[src/rtl/seq_add_sub.sv]
// seq_add_sub: chunk-serial adder/subtractor.
// Operands are captured on an in_valid handshake. CHUNK bits are added per clock
// from the LSB upward, and the result is presented with a valid/ready handshake.
// WIDTH must be an integer multiple of CHUNK.
module seq_add_sub #(
    parameter int WIDTH = 16,
    parameter int CHUNK = 4
) (
    input  logic             clk,
    input  logic             rst_n,
    input  logic             in_valid,
    output logic             in_ready,
    input  logic [WIDTH-1:0] a,
    input  logic [WIDTH-1:0] b,
    input  logic             cin,
    input  logic             sub,
    output logic             out_valid,
    input  logic             out_ready,
    output logic [WIDTH-1:0] s,
    output logic             cout,
    output logic             ovf
);

    localparam int NCH  = WIDTH / CHUNK;
    localparam int IDXW = (NCH > 1) ? $clog2(NCH) : 1;
    localparam logic [IDXW-1:0] LAST_IDX = IDXW'(NCH - 1);

    typedef enum logic [1:0] {
        IDLE,
        BUSY,
        DONE
    } state_t;

    state_t            state;
    state_t            next_state;
    logic [WIDTH-1:0]  a_reg;
    logic [WIDTH-1:0]  b_reg;
    logic              carry;
    logic [IDXW-1:0]   idx;
    logic [CHUNK-1:0]  a_chunk;
    logic [CHUNK-1:0]  b_chunk;
    logic [CHUNK-1:0]  sum_chunk;
    logic [CHUNK:0]    rip;

    assign in_ready  = (state == IDLE);
    assign out_valid = (state == DONE);

    // Ripple a CHUNK-bit full adder over the currently selected slice of A and effective B.
    always_comb begin
        a_chunk   = a_reg[int'(idx)*CHUNK +: CHUNK];
        b_chunk   = b_reg[int'(idx)*CHUNK +: CHUNK];
        sum_chunk = '0;
        rip       = '0;
        rip[0]    = carry;
        for (int i = 0; i < CHUNK; i++) begin
            sum_chunk[i] = a_chunk[i] ^ b_chunk[i] ^ rip[i];
            rip[i+1]     = (a_chunk[i] & b_chunk[i]) | (rip[i] & (a_chunk[i] ^ b_chunk[i]));
        end
    end

    // State register; reset aborts any operation in flight.
    always_ff @(posedge clk or negedge rst_n) begin
        if (!rst_n) begin
            state <= IDLE;
        end else begin
            state <= next_state;
        end
    end

    // Next-state decode: accept in IDLE, walk the chunks in BUSY, hold in DONE until taken.
    always_comb begin
        next_state = state;
        case (state)
            IDLE: if (in_valid) next_state = BUSY;
            BUSY: if (idx == LAST_IDX) next_state = DONE;
            DONE: if (out_ready) next_state = IDLE;
            default: next_state = IDLE;
        endcase
    end

    // Datapath: capture operands (subtract folds into ~b plus a carry-in of 1), then fill s one chunk per cycle.
    always_ff @(posedge clk or negedge rst_n) begin
        if (!rst_n) begin
            a_reg <= '0;
            b_reg <= '0;
            carry <= 1'b0;
            idx   <= '0;
            s     <= '0;
            cout  <= 1'b0;
            ovf   <= 1'b0;
        end else begin
            case (state)
                IDLE: begin
                    if (in_valid) begin
                        a_reg <= a;
                        b_reg <= sub ? ~b : b;
                        carry <= sub ? 1'b1 : cin;
                        idx   <= '0;
                    end
                end
                BUSY: begin
                    s[int'(idx)*CHUNK +: CHUNK] <= sum_chunk;
                    carry <= rip[CHUNK];
                    if (idx == LAST_IDX) begin
                        cout <= rip[CHUNK];
                        ovf  <= rip[CHUNK] ^ rip[CHUNK-1];
                    end else begin
                        idx <= idx + IDXW'(1);
                    end
                end
                default: begin
                end
            endcase
        end
    end

endmodule
[config.mk]
export PLATFORM = sky130hd
export DESIGN_NAME = seq_add_sub
export DESIGN_NICKNAME = d
export VERILOG_FILES = /design/src/rtl/seq_add_sub.sv
export SDC_FILE = /design/constraint.sdc
export NUM_CORES = 1
export LEC_CHECK = 0
export CAP_MARGIN = 40
export CORE_MARGIN = 5
export CORE_UTILIZATION = 55
export CTS_BUF_LIST = sky130_fd_sc_hd__clkbuf_16
export DETAILED_ROUTE_END_ITERATION = 6
export PLACE_DENSITY = 0.87
export SYNTH_ARGS = -nofsm -noshare
export SYNTH_HDL_FRONTEND = slang
export SYNTH_SLANG_ARGS = --single-unit
export TNS_END_PERCENT = 5
[constraint.sdc]
create_clock -name clk -period 6.69 [get_ports clk]
set_input_delay 0.669 -clock clk [delete_from_list [all_inputs] [get_ports clk]]
set_output_delay 0.669 -clock clk [all_outputs]
set_load 0.005 [all_outputs]
### Word-level counts from Yosys, hierarchy flattened

Cells that the tools add are included.

| word-level totals | value |
|---|---|
| flip-flop bits (word level) | 55 |
| latch bits | 0 |
| bits in writable memories | 0 |
| bits in read-only memories | 0 |
| input bits | 38 |
| output and inout port bits | 20 |
| word-level logic and storage cells | 62 |
| memories | 0 |

| operators by class | value |
|---|---|
| $add $sub $neg | 2 |
| multiply operators | 0 |
| div/mod/pow operators | 0 |
| magnitude comparators | 0 |
| equality and inequality tests | 7 |
| shifts and indexed selects | 4 |
| multiplexer cells | 12 |
| bitwise gates (word level) | 22 |
| reduce and logical (&&, ||, !) cells | 7 |

Operators with widths:

| cell | count |
|---|---|
| $neg 4->33 | 1 |
| $shift 4x33->16 const A | 1 |
| $shiftx 4x33->16 | 1 |
| $shiftx 16x5->4 | 2 |
| $bwmux 16 | 1 |
| $mux 16 | 1 |
| $not 16->16 | 1 |
| $mux 2 | 5 |
| $xor 1x1->1 | 9 |
| $and 1x1->1 | 8 |
| $ne 2x2->1 const B | 3 |
| $pmux 2 s3 | 1 |
| $reduce_and 2->1 | 3 |
| $reduce_and 3->1 | 2 |
| $eq 2x2->1 const B | 2 |
| $or 1x1->1 | 4 |
| $pmux 2 s2 | 1 |
| $add 2x1->2 const B | 1 |
| $eq 2x1->1 const B | 1 |
| $logic_not 2->1 | 1 |
| $mux 1 | 2 |
| $ne 2x1->1 const B | 1 |
| $pmux 1 s2 | 1 |
| $reduce_bool 2->1 | 1 |

### Logic depth before layout (Yosys ltp)

| depth | value |
|---|---|
| depth in word-level cells | 11 |
| gate-level depth with buffers | 10 |

### Least setup slack after synthesis

OpenSTA, ideal clock, no wires.

| path | value |
|---|---|
| path kind | reg-to-reg |
| start | reg idx[0] |
| end | reg s[11] |
| data arrival time | 2868 ps |
| required time | 6569 ps |
| slack | 3701 ps |
| cell stages (with the launch flop) | 10 |
| clock period less this slack | 2989 ps |
| cells stage by stage | dfrtp_1 buf_2 mux4_2 fa_1 inv_1 fa_1 fa_1 inv_1 fa_1 a22o_2 |

| between the ends | value |
|---|---|
| cells in the longest elaborated chain, start to end | 11 |
| elaborated cells on any way between the ends | 23 |

Ends and longest elaborated chain:

| element | RTL line | RTL |
|---|---|---|
| start, declared | 39 | `logic [IDXW-1:0] idx;` |
| start signal, assigned | 108 | `idx <= idx + IDXW'(1);` |
| $shiftx 16x5->4 (on tied branches) | 50, 51 |  |
| $xor 1x1->1 | 56, 57 |  |
| $and 1x1->1 | 57 | `rip[i+1] = (a_chunk[i] & b_chunk[i]) \| (rip[i] & (a_chunk[i] ^ b_chunk[i]));` |
| $or 1x1->1 | 57 |  |
| $and 1x1->1 | 57 |  |
| $or 1x1->1 | 57 |  |
| $and 1x1->1 | 57 |  |
| $or 1x1->1 | 57 |  |
| $xor 1x1->1 | 56 | `sum_chunk[i] = a_chunk[i] ^ b_chunk[i] ^ rip[i];` |
| $shiftx 4x33->16 | 102 | `s[int'(idx)*CHUNK +: CHUNK] <= sum_chunk;` |
| $bwmux 16 (*) | 102 |  |
| end signal, assigned by index | 102 |  |
| end, declared | 19 | `output logic [WIDTH-1:0] s,` |

Every way passes the cells marked *; elsewhere a longest branch is shown, timed or not.
A chain may end at the register's enable or synchronous reset.

### Worst setup path after layout

| path | value |
|---|---|
| start | reg idx[0] |
| end | reg s[7] |

Same word-level chain as after synthesis.

==> results.md <==
- Share of layout cells above drive strength 1: 0.175
- DRC viols: 0
- Cell Area, Synth: 2720 µm²
- Final nets: 316
- Final-report setup violation count: 0
- RePlAce Congestion: 0.786
- Register area share after synthesis: 0.506
- Max transition margin: 0.408
- Net Count, Synth: 261
- Die Width: 80.3 µm
- Pins Over Slew Limit: 0
- Synth area leader: dfrtp_1
- I/O pin total: 58
- Min Tclk post-route: 3310 ps
- Synth Area in Adders: 0.0571
- Max Cap Viol: 0
- Power per Cell Area: 487 nW/µm²
- Most common cell after layout, fill and taps aside: clkdlybuf4s50_1
- Critical Path Start Type: flip-flop
- Site row count: 25
- Final period util: 0.494
- Most frequent cells in the layout: clkdlybuf4s50_1, dfrtp_1, nor2_1
- Post-Route Setup TNS: 0 ps
- Clk root buf: clkbuf_16
- CTS Buffer Depth: 2
- Post-layout util: 0.725
- Arrival time of the worst setup path: 3480 ps
- Peak supply drop: 0.282 mV
- Synth Warn #: 0
- Setup CP Type: flip-flop to flip-flop
- Peak Freq: 0.303 GHz
- Fillers: 339
- Area share of the largest cell type after synthesis: 0.506
- Vias in the first global route: 1,871
- Slew @ Worst Pin: 886 ps
- Hold Path Class: flip-flop to flip-flop
- Gr usage total: 0.179
- Clock transition at path regs: 70 ps
- Xor and xnor area share after synthesis: 0.0548
- N_diodes: 0
- Vias/cell: 5.26
- Crit path max fanout: 17
- Yosys reg bits: 55
- Setup crit end kind: flip-flop
- Area of the core: 4750 µm²
- Clock latency on the worst-skew pair: 280 ps
- Skew final: 4.43 ps
- RSZ-0062 raised after global routing: no
- Buffers on Ports: 57
- Post-DP HPWL: 3760 µm
- Simple-gate portion of the synthesized area: 0.121
- DR WL/cell: 15.2 µm
- Post CTS Setup Buffer Count: 0
- Pre-antenna DRT Iters: 4
- Antenna-violating nets left: 0
- Largest net degree at the start of global routing: 56
- Total clock sinks: 55
- Starting Density: 0.572
- CTS H-tree depth: 2
- CTS Hold Bufs: 0
- Area growth, synth to finish: 26.8%
- Hold Vio Cnt, Final: 0
- Final WL: 5110 µm
- Status: finished, final reports clean
- Leakage: 1.46 nW
- GRT overflow: 0
- First-pass GRT wire length: 8900 µm
- Vias: 1,768
- Initial antenna violation count: 0
- Total clock buffers created by CTS: 5
- DIE HEIGHT: 80.3 µm
- CTS resizes: 0
- Count of cell types in the netlist: 32
- Top post-synthesis cells by area: dfrtp_1, mux2_2, mux4_2
- Multiplexer area fraction after synthesis: 0.141
- Largest family of logic cells by synthesized area: multiplexers
- CTS tree: built
- Drt initial violations: 84
- Syn avg cell area: 12.8 µm²
- CP Data Required Time: 6860 ps
- Synth Area in Compound Gates: 0.0801
- Cells after Synth: 213
- DIE AREA: 6450 µm²
worst max-delay path: stages (launching register included):
cell and delay, ps:
dfrtp_1 880, mux4_2 610, fa_1 400, inv_1 80, fa_1 180, fa_1 220
inv_1 60, fa_1 500, a22o_2 260
final cells by class:
type                    instances  area [µm²]  area share
repair buffers                 59         581       0.168
clock buffers                   5         125      0.0363
flip-flops and latches         55        1380       0.399
multi-input cells             137        1230       0.358
inverters                      10        37.5      0.0109
clock inverters                 3        11.3     0.00327
well taps                      67        83.8      0.0243
cell families after synthesis:
| family | count (synthesis) |
|---|---|
| flops | 55 |
| simple gates | 48 |
| compound gates | 36 |
| mux | 26 |
| buf+inv | 21 |
| xor+xnor | 17 |
| fa+ha+maj | 10 |
synthesized netlist by cell type:
cell type  number
nor4_1          1
buf_2           6
and2b_2         1
xor2_1          1
or2b_1          1
or4b_1          1
nand3b_1        1
buf_6           2
clkbuf_1        1
inv_1           9
nand2_1        11
mux4_2          8
o21ai_0         3
o21ai_1         8
dfrtp_1        55
buf_4           2
or4b_4          2
a22o_2          4
mux2_2         18
ha_1            6
or4_1           1
inv_2           1
nor3b_4         1
xnor2_1        16
o31ai_1         1
a22o_1          4
nand3b_4        4
nor2_1         19
fa_1            4
nor4b_1         3
a21oi_1        16
nor3b_1         2
power by group:
| part | switching [mW] | internal [mW] | total, mW | leakage, nW |
|---|---|---|---|---|
| registers | 0.135 | 0.484 | 0.620 | 0.668 |
| logic | 0.379 | 0.439 | 0.818 | 0.724 |
| clock network | 0.107 | 0.135 | 0.242 | 0.0701 |
metrics by stage:
step / setup WS (ps) / cell area, µm² / std cells / power [mW] / hold WS [ps]
final: 3380 / 3450 / 336 / 1.68 / 487
after global routing: 3200 / 3450 / 336 / 1.82 / 518
after CTS: 3340 / 3450 / 336 / 1.70 / 491
after detailed placement: 3390 / 3310 / 328 / 1.44 / 476
after global placement: 3500 / 3310 / 328 / 1.40 / 468
after floorplan: 3700 / 2720 / 213 / 1.18 / 373
routing by layer:
metal | vias up | part of all wire | GRT usage
met2 | 51 | 0.51 | 0.290
met1 | 852 | 0.42 | 0.238
li1 | 858 | - | -
met4 | 0 | 0.0080 | 0.0456
met3 | 7 | 0.056 | 0.0482
met5 | - | 0 | 0
final timing paths:
check | to | startpoint | slack, ps | cells past startpoint
worst max-delay path | s[7] | idx[0] | 3380 | 8
worst min-delay path | s[6] | s[6] | 490 | 2
worst max register to register | s[7] | idx[0] | 3380 | 8
worst min register to register | s[6] | s[6] | 490 | 2
max in group asynchronous | b_reg[2] | rst_n | 5740 | 2
min in group asynchronous | s[1] | rst_n | 510 | 2
No activity file was read; power rests on OpenSTA's default activity.
